**src/rtl/baud_rate_gen_frac.sv**
```systemverilog
// Fractional baud-rate tick generator: oversample strobe (o_ticks) plus per-bit strobe (o_bit_tick).
// Latency: first o_ticks is high in the cycle after the (D + c0)-th enabled edge; all outputs are registered.
// Backpressure: none. i_div_load is a one-cycle request, and o_div_busy shows a captured divisor waiting for the next boundary.
//
// Ports:
//   i_clock       system clock, rising edge
//   i_reset       asynchronous active-low reset
//   i_enable      run control; low holds counters/phase cleared (synchronous restart)
//   i_div_int     requested integer divisor
//   i_div_frac    requested fractional divisor (units of 1/2^FRAC_WIDTH cycle)
//   i_div_load    one-cycle capture request for i_div_int/i_div_frac
//   o_div_busy    captured divisor pending, not yet applied
//   o_ticks       oversample strobe, one-cycle pulse
//   o_bit_tick    bit strobe, coincident with every OVERSAMPLE-th o_ticks
//   o_tick_count  oversample phase, 0..OVERSAMPLE-1
module baud_rate_gen_frac #(
  parameter int DIV_WIDTH        = 16,
  parameter int FRAC_WIDTH       = 4,
  parameter int OVERSAMPLE       = 16,
  parameter int DEFAULT_DIV_INT  = 162,
  parameter int DEFAULT_DIV_FRAC = 12
) (
  input  logic                          i_clock,
  input  logic                          i_reset,
  input  logic                          i_enable,
  input  logic [DIV_WIDTH-1:0]          i_div_int,
  input  logic [FRAC_WIDTH-1:0]         i_div_frac,
  input  logic                          i_div_load,
  output logic                          o_div_busy,
  output logic                          o_ticks,
  output logic                          o_bit_tick,
  output logic [$clog2(OVERSAMPLE)-1:0] o_tick_count
);

  localparam int CW  = DIV_WIDTH + 1;
  localparam int TCW = $clog2(OVERSAMPLE);

  logic [CW-1:0]         r_cnt;
  logic [FRAC_WIDTH-1:0] r_acc;
  logic [DIV_WIDTH-1:0]  r_div_int;
  logic [FRAC_WIDTH-1:0] r_div_frac;
  logic [DIV_WIDTH-1:0]  r_shadow_int;
  logic [FRAC_WIDTH-1:0] r_shadow_frac;
  logic                  r_busy;
  logic                  r_ticks;
  logic                  r_bit_tick;
  logic [TCW-1:0]        r_tick_count;

  logic [DIV_WIDTH-1:0]  w_div_eff;
  logic [FRAC_WIDTH:0]   w_acc_sum;
  logic                  w_carry;
  logic [CW-1:0]         w_last;
  logic                  w_boundary;
  logic                  w_tc_wrap;
  logic [TCW-1:0]        w_tc_next;

  // Divisors below 2 are clamped so o_ticks can never be high on back-to-back cycles.
  assign w_div_eff  = (r_div_int < DIV_WIDTH'(2)) ? DIV_WIDTH'(2) : r_div_int;
  // Carry out of the fractional accumulator stretches this interval by one cycle.
  assign w_acc_sum  = {1'b0, r_acc} + {1'b0, r_div_frac};
  assign w_carry    = w_acc_sum[FRAC_WIDTH];
  // Counter value on the final cycle of the interval; CW bits so D+1 cannot overflow.
  assign w_last     = CW'(w_div_eff) + CW'(w_carry) - CW'(1);
  assign w_boundary = (r_cnt == w_last);
  assign w_tc_wrap  = (r_tick_count == TCW'(OVERSAMPLE - 1));
  assign w_tc_next  = w_tc_wrap ? '0 : r_tick_count + TCW'(1);

  always_ff @(posedge i_clock or negedge i_reset) begin
    if (!i_reset) begin
      r_cnt         <= '0;
      r_acc         <= '0;
      r_div_int     <= DIV_WIDTH'(DEFAULT_DIV_INT);
      r_div_frac    <= FRAC_WIDTH'(DEFAULT_DIV_FRAC);
      r_shadow_int  <= DIV_WIDTH'(DEFAULT_DIV_INT);
      r_shadow_frac <= FRAC_WIDTH'(DEFAULT_DIV_FRAC);
      r_busy        <= 1'b0;
      r_ticks       <= 1'b0;
      r_bit_tick    <= 1'b0;
      r_tick_count  <= '0;
    end else if (!i_enable) begin
      // Held in restart; any request (new or pending) is applied immediately.
      r_cnt        <= '0;
      r_acc        <= '0;
      r_tick_count <= '0;
      r_ticks      <= 1'b0;
      r_bit_tick   <= 1'b0;
      r_busy       <= 1'b0;
      if (i_div_load) begin
        r_div_int     <= i_div_int;
        r_div_frac    <= i_div_frac;
        r_shadow_int  <= i_div_int;
        r_shadow_frac <= i_div_frac;
      end else if (r_busy) begin
        r_div_int  <= r_shadow_int;
        r_div_frac <= r_shadow_frac;
      end
    end else if (w_boundary) begin
      r_cnt        <= '0;
      r_ticks      <= 1'b1;
      r_bit_tick   <= w_tc_wrap;
      r_tick_count <= w_tc_next;
      r_busy       <= 1'b0;
      if (i_div_load) begin
        // A request landing on the boundary bypasses the shadow wait.
        r_div_int     <= i_div_int;
        r_div_frac    <= i_div_frac;
        r_shadow_int  <= i_div_int;
        r_shadow_frac <= i_div_frac;
        r_acc         <= '0;
      end else if (r_busy) begin
        r_div_int  <= r_shadow_int;
        r_div_frac <= r_shadow_frac;
        r_acc      <= '0;
      end else begin
        r_acc <= w_acc_sum[FRAC_WIDTH-1:0];
      end
    end else begin
      r_cnt      <= r_cnt + CW'(1);
      r_ticks    <= 1'b0;
      r_bit_tick <= 1'b0;
      // Mid-interval request: park in the shadow; last request wins.
      if (i_div_load) begin
        r_shadow_int  <= i_div_int;
        r_shadow_frac <= i_div_frac;
        r_busy        <= 1'b1;
      end
    end
  end

  assign o_div_busy   = r_busy;
  assign o_ticks      = r_ticks;
  assign o_bit_tick   = r_bit_tick;
  assign o_tick_count = r_tick_count;

endmodule

```
**config.mk**
```make
export PLATFORM = sky130hd
export DESIGN_NAME = baud_rate_gen_frac
export DESIGN_NICKNAME = d
export VERILOG_FILES = /design/src/rtl/baud_rate_gen_frac.sv
export SDC_FILE = /design/constraint.sdc
export NUM_CORES = 1
export LEC_CHECK = 0
export BUFFER_PORTS_ARGS = -buffer_cell sky130_fd_sc_hd__buf_4
export CORE_MARGIN = 4
export CORE_UTILIZATION = 35
export DETAILED_ROUTE_END_ITERATION = 10
export HOLD_SLACK_MARGIN = 0.08
export SYNTH_ARGS = -nofsm -noshare
export SYNTH_HDL_FRONTEND = slang
export SYNTH_SLANG_ARGS = --single-unit
```
**constraint.sdc**
```tcl
create_clock -name i_clock -period 5.1 [get_ports i_clock]
set_input_delay 0 -clock i_clock [delete_from_list [all_inputs] [get_ports i_clock]]
set_output_delay 0 -clock i_clock [all_outputs]
set_load 0.1 [all_outputs]
```
# Yosys cells after proc, flatten, opt, wreduce, memory -nomap -nowiden
# Index checks and enable logic that the tools add are counted.
# word_totals
regBits	68
in_bits	24
output_inout_bits	7
# op_classes
n_addsub	5
magnitude_cmp	1
n_eq_ne	4
mux	25
# ops
op	n
$mux W16	5
$mux W4	11
$mux W17	2
$add A16 B1 Y17	1
$add A17 B1 Y17 const B	1
$eq A17 B17 Y1	1
$sub A17 B1 Y17 const B	1
$lt A16 B2 Y1 const B	1
$mux W1	7
$add A4 B4 Y5	1
$add A4 B1 Y4 const B	1
$eq A4 B4 Y1 const B	1
$ne A3 B1 Y1 const B	1
$ne A2 B1 Y1 const B	1

# Longest topological paths before layout
# depth
depth_word	7
depth_mapped	17
mapped_depth_nobuf	15

# Least setup slack after synthesis
# OpenSTA, ideal clock, no wires.
# synth_path
kind	reg2reg
from	register r_div_int[13]
to	register r_div_frac[0]
t_arrival_ns	3.580
required_ns	4.975
path_slack_ns	1.395
path_stages_with_launch	15
n_path_buf	2
synth_period_minus_slack_ns	3.705
path_cell_list	dfrtp_1 clkbuf_1 nor4_2 nand4_1 nand2_1 ha_1 ha_1 or4b_4 o41a_1 o211ai_1 a211oi_1 and4_1 a31oi_2 buf_6 mux2_4
# synth_via
elab_chain_len	6
# synth_lines
element	line	text
start, declared	40	logic [DIV_WIDTH-1:0] r_div_int;
start signal, assigned	72	r_div_int <= DIV_WIDTH'(DEFAULT_DIV_INT);
start signal, assigned	89	r_div_int <= i_div_int;
start signal, assigned	94	r_div_int <= r_shadow_int;
$lt A16 B2 Y1	58	assign w_div_eff = (r_div_int < DIV_WIDTH'(2)) ? DIV_WIDTH'(2) : r_div_int;
$mux W16 (*)	58	
$add A16 B1 Y17 (*)	63	assign w_last = CW'(w_div_eff) + CW'(w_carry) - CW'(1);
$sub A17 B1 Y17 (*)	63	
$eq A17 B17 Y1 (*)	64	assign w_boundary = (r_cnt == w_last);
$ne A2 B1 Y1 (no source line) (*)	-	
end signal, assigned	73	r_div_frac <= FRAC_WIDTH'(DEFAULT_DIV_FRAC);
end signal, assigned	90	r_div_frac <= i_div_frac;
end signal, assigned	95	r_div_frac <= r_shadow_frac;
end, declared	41	logic [FRAC_WIDTH-1:0] r_div_frac;
# Mark *: on every way between the ends. The rest lies on a longest branch, timed or not.
# A chain may end at the register's enable or synchronous reset.

# Worst setup path after layout
# layout_path
from	register r_div_int[13]
to	register r_div_int[15]
# layout_via
elab_chain_len	6
# layout_lines
element	line
$lt A16 B2 Y1	58
$mux W16 (*)	58
$add A16 B1 Y17 (*)	63
$sub A17 B1 Y17 (*)	63
$eq A17 B17 Y1 (*)	64
$ne A2 B1 Y1 (no source line) (*)	-
# Marked as above.

==> flow_summary.toml <==
[global_routing]
maximum_number_of_pins_on_one_net_before_global_route_repair = 69
overflow = 0
vias_in_the_first_global_route = 2626
grt_first_pass_wirelength_um = 12890
groute.usage.overall = 0.1247
antenna_violations_before_repair = 0

[placement]
placed_cells = 485
post-dp-hpwl_um = 5132
port_buffers = 30
placement.setup.worst_slack_ps = 862.0
gp_routability_congestion = 0.8728
post_place_cell_area_um2 = 4109

[route]
dr.first_iter.drc_count = 128
drt-pass1-iter-count = 4
via_per_inst = 5.034
post_drt_wl_per_cell_um = 13.89
antenna_left = 0
drt_wl_total_um = 7262
route.detailed.drc = 0
routed-via-count = 2633

[clocking]
clock_insertion_delay_worst_skew_ps = 340
cts_hold_buffers = 22
cts_tree = "done"
ctsResizeCount = 0
cts-buffers-inserted = 9
clock_pin_slew_of_the_registers_on_the_worst_case_setup_and_hold_paths_ps = 80
cts_buffer_depth = 2
cts-htree-levels = 3
cts_post_setup_buffers_inserted = 0
clock_tree.root_cell = "clkbuf_8"
clock_sinks = 68

[synthesis]
synth_sequential_area_ratio = 0.4532
postSynthRegisterBits = 68
number_of_flops_mapped_to_enable_cells_by_yosys = 0
synth_top_flop_cell = "dfrtp_1"
syn_nets = 366
synth_cells = 333
synth.yosys.warnings = 0
async_reset_ff_frac = 1.000
synth_cell_type_count = 57
synth.cell_area_um2 = 3782
syn_avg_cell_area_um2 = 11.36

[floorplan]
fp.dieArea_um2 = 12530
initial_core_util = 0.3631
fp.dieH_um = 112.0
placement_rows = 37
dieWidth_um = 112.0
top_level_ports = 31
core_region_area_um2 = 10420

[timing]
tightestPinTransition_ps = 830.3
maxClockFrequency_ghz = 0.2347
setup_violations = 0
report.final.hold_viol_count = 0
maxSlewViolCount = 0
slew-limit-headroom = 0.4465
fin_crit_ps = 4262
setup-tns-final_ps = 0
unrepaired_setup_endpoints_after_global_routing = "false"
holdWs_ps = 158.4
finalClockSkew_ps = 11.19
setup_slack_ps = 838.5
post-route-period-util = 0.8356

[critical_path]
cp_top_family = "simple AND/OR/NAND/NOR gates"
path_max_fanout = 20
cp-end-kind = "flop"
worst_setup_path_start_kind = "flop"
critical-path-max-stage-delay_ps = 550
worst_ep_arrival_time_ps = 4480
critical_path.cell_chain = "nor4_2 -> nand4_1 -> nand2_1 -> ha_1 -> ha_1 -> or4b_4 -> o41a_1 -> o211ai_1 -> a211oi_1 -> and4_1 -> a31oi_4 -> buf_4 -> mux2_4"
path_buf_inv = 1
path_class = "reg -> reg"
cp_slowest_cell = "nor4_2"
critical-path-top-cell-by-count = "ha_1"
required_ps = 5320

[power_and_ir_drop]
total_leakage_power_nw = 1.986
power-per-cell-area_nw_per_um2 = 305.4
peakVddDrop_mv = 0.1446
totalPowerFinal_mw = 1.387

[cells_and_area]
drive_above_1_share = 0.2868
post_layout_nonfiller_instances = 523
final_core_util = 0.4359
layout.area.seq_um2 = 1714
multi_input_area_um2 = 1958
final_nets = 415
layout.filler_cells = 1002
antenna_cells_inserted = 0
mostFrequentLayoutCells = "dfrtp_1, buf_4, nor2_1"
area_growth_pct = 20.05
fin_area_um2 = 4541
final_common_cell = "dfrtp_1"

[worst_hold_path]
holdCritPathClass = "in -> reg"

[run_status]
outcome = "finished clean"

[job]
total_of_max_cap_violations = 0
-- cell usage after synthesis (9+ instances only) --
master,instances,area [um^2]
and3_1,12,75.07
clkbuf_1,9,33.78
dfrtp_1,58,1451
dfstp_2,10,262.8
inv_1,9,33.78
mux2_2,21,236.5
mux2_4,20,300.3
nand2_1,18,67.56
nand3_1,12,60.06
nor2_1,27,101.4
xnor2_1,16,140.1
xor2_1,14,122.6
-- worst reg2reg max path, cell delays in order (launching register included) --
cell and delay, ps:
dfrtp_1 480, nor4_2 560, nand4_1 260, nand2_1 130
ha_1 200, ha_1 220, or4b_4 510, o41a_1 340
o211ai_1 240, a211oi_1 110, and4_1 230, a31oi_4 160
buf_4 360, mux2_4 350
-- metal layers --
| layer | vias to the layer above | wire length, um | GRT usage |
|---|---|---|---|
| met2 | 48 | 3162 | 0.1867 |
| met4 | 0 | 197 | 0.06010 |
| met3 | 11 | 238 | 0.02283 |
| met5 | - | 0 | 0 |
| met1 | 1275 | 3664 | 0.1742 |
| li1 | 1299 | - | - |
-- final timing paths --
check / start / end / slack (ps) / depth (start not counted)
min in group asynchronous: i_reset / o_tick_count[3] / 310 / 2
hold reg to reg: r_shadow_frac[0] / r_shadow_frac[0] / 500 / 1
max in group asynchronous: i_reset / r_shadow_int[3] / 4250 / 2
hold / removal: i_div_load / r_shadow_frac[2] / 160 / 2
setup reg to reg: r_div_int[13] / r_div_int[15] / 840 / 13
setup / recovery: r_div_int[13] / r_div_int[15] / 840 / 13
-- state kept, by name (all words and copies together), names as in the netlist --
name / cells
r_div_frac: 4
o_ticks: 1
r_shadow_int: 16
r_div_int: 16
o_bit_tick: 1
r_acc: 4
r_cnt: 17
r_shadow_frac: 4
o_div_busy: 1
o_tick_count: 4
-- final cells by class --
class | instances | area share
multi-input cells | 241 | 0.4312
flip-flops and latches | 68 | 0.3775
repair buffers | 53 | 0.09975
well taps | 136 | 0.03748
clock buffers | 11 | 0.03334
clock inverters | 5 | 0.01323
inverters | 9 | 0.007440
-- where the power goes --
group / internal [mW] / total (mW) / switching (mW)
registers: 0.598 / 0.667 / 0.0689
clock network: 0.253 / 0.459 / 0.206
logic: 0.145 / 0.261 / 0.115
total: 0.996 / 1.39 / 0.390
-- kinds of logic (layout without fill, tap and decap cells) --
logic type / Yosys count / in the layout / share of synthesized area
AOI/OAI and AO/OA: 38 / 38 / 0.07476
xor gates and xnor gates: 30 / 30 / 0.06947
adders and majority gates: 9 / 9 / 0.03176
buffers and inverters: 24 / 78 / 0.03142
DFF: 68 / 68 / 0.4532
muxes: 49 / 49 / 0.1631
and+or+nand+nor: 115 / 115 / 0.1763
(Power assumes the default switching activity.)
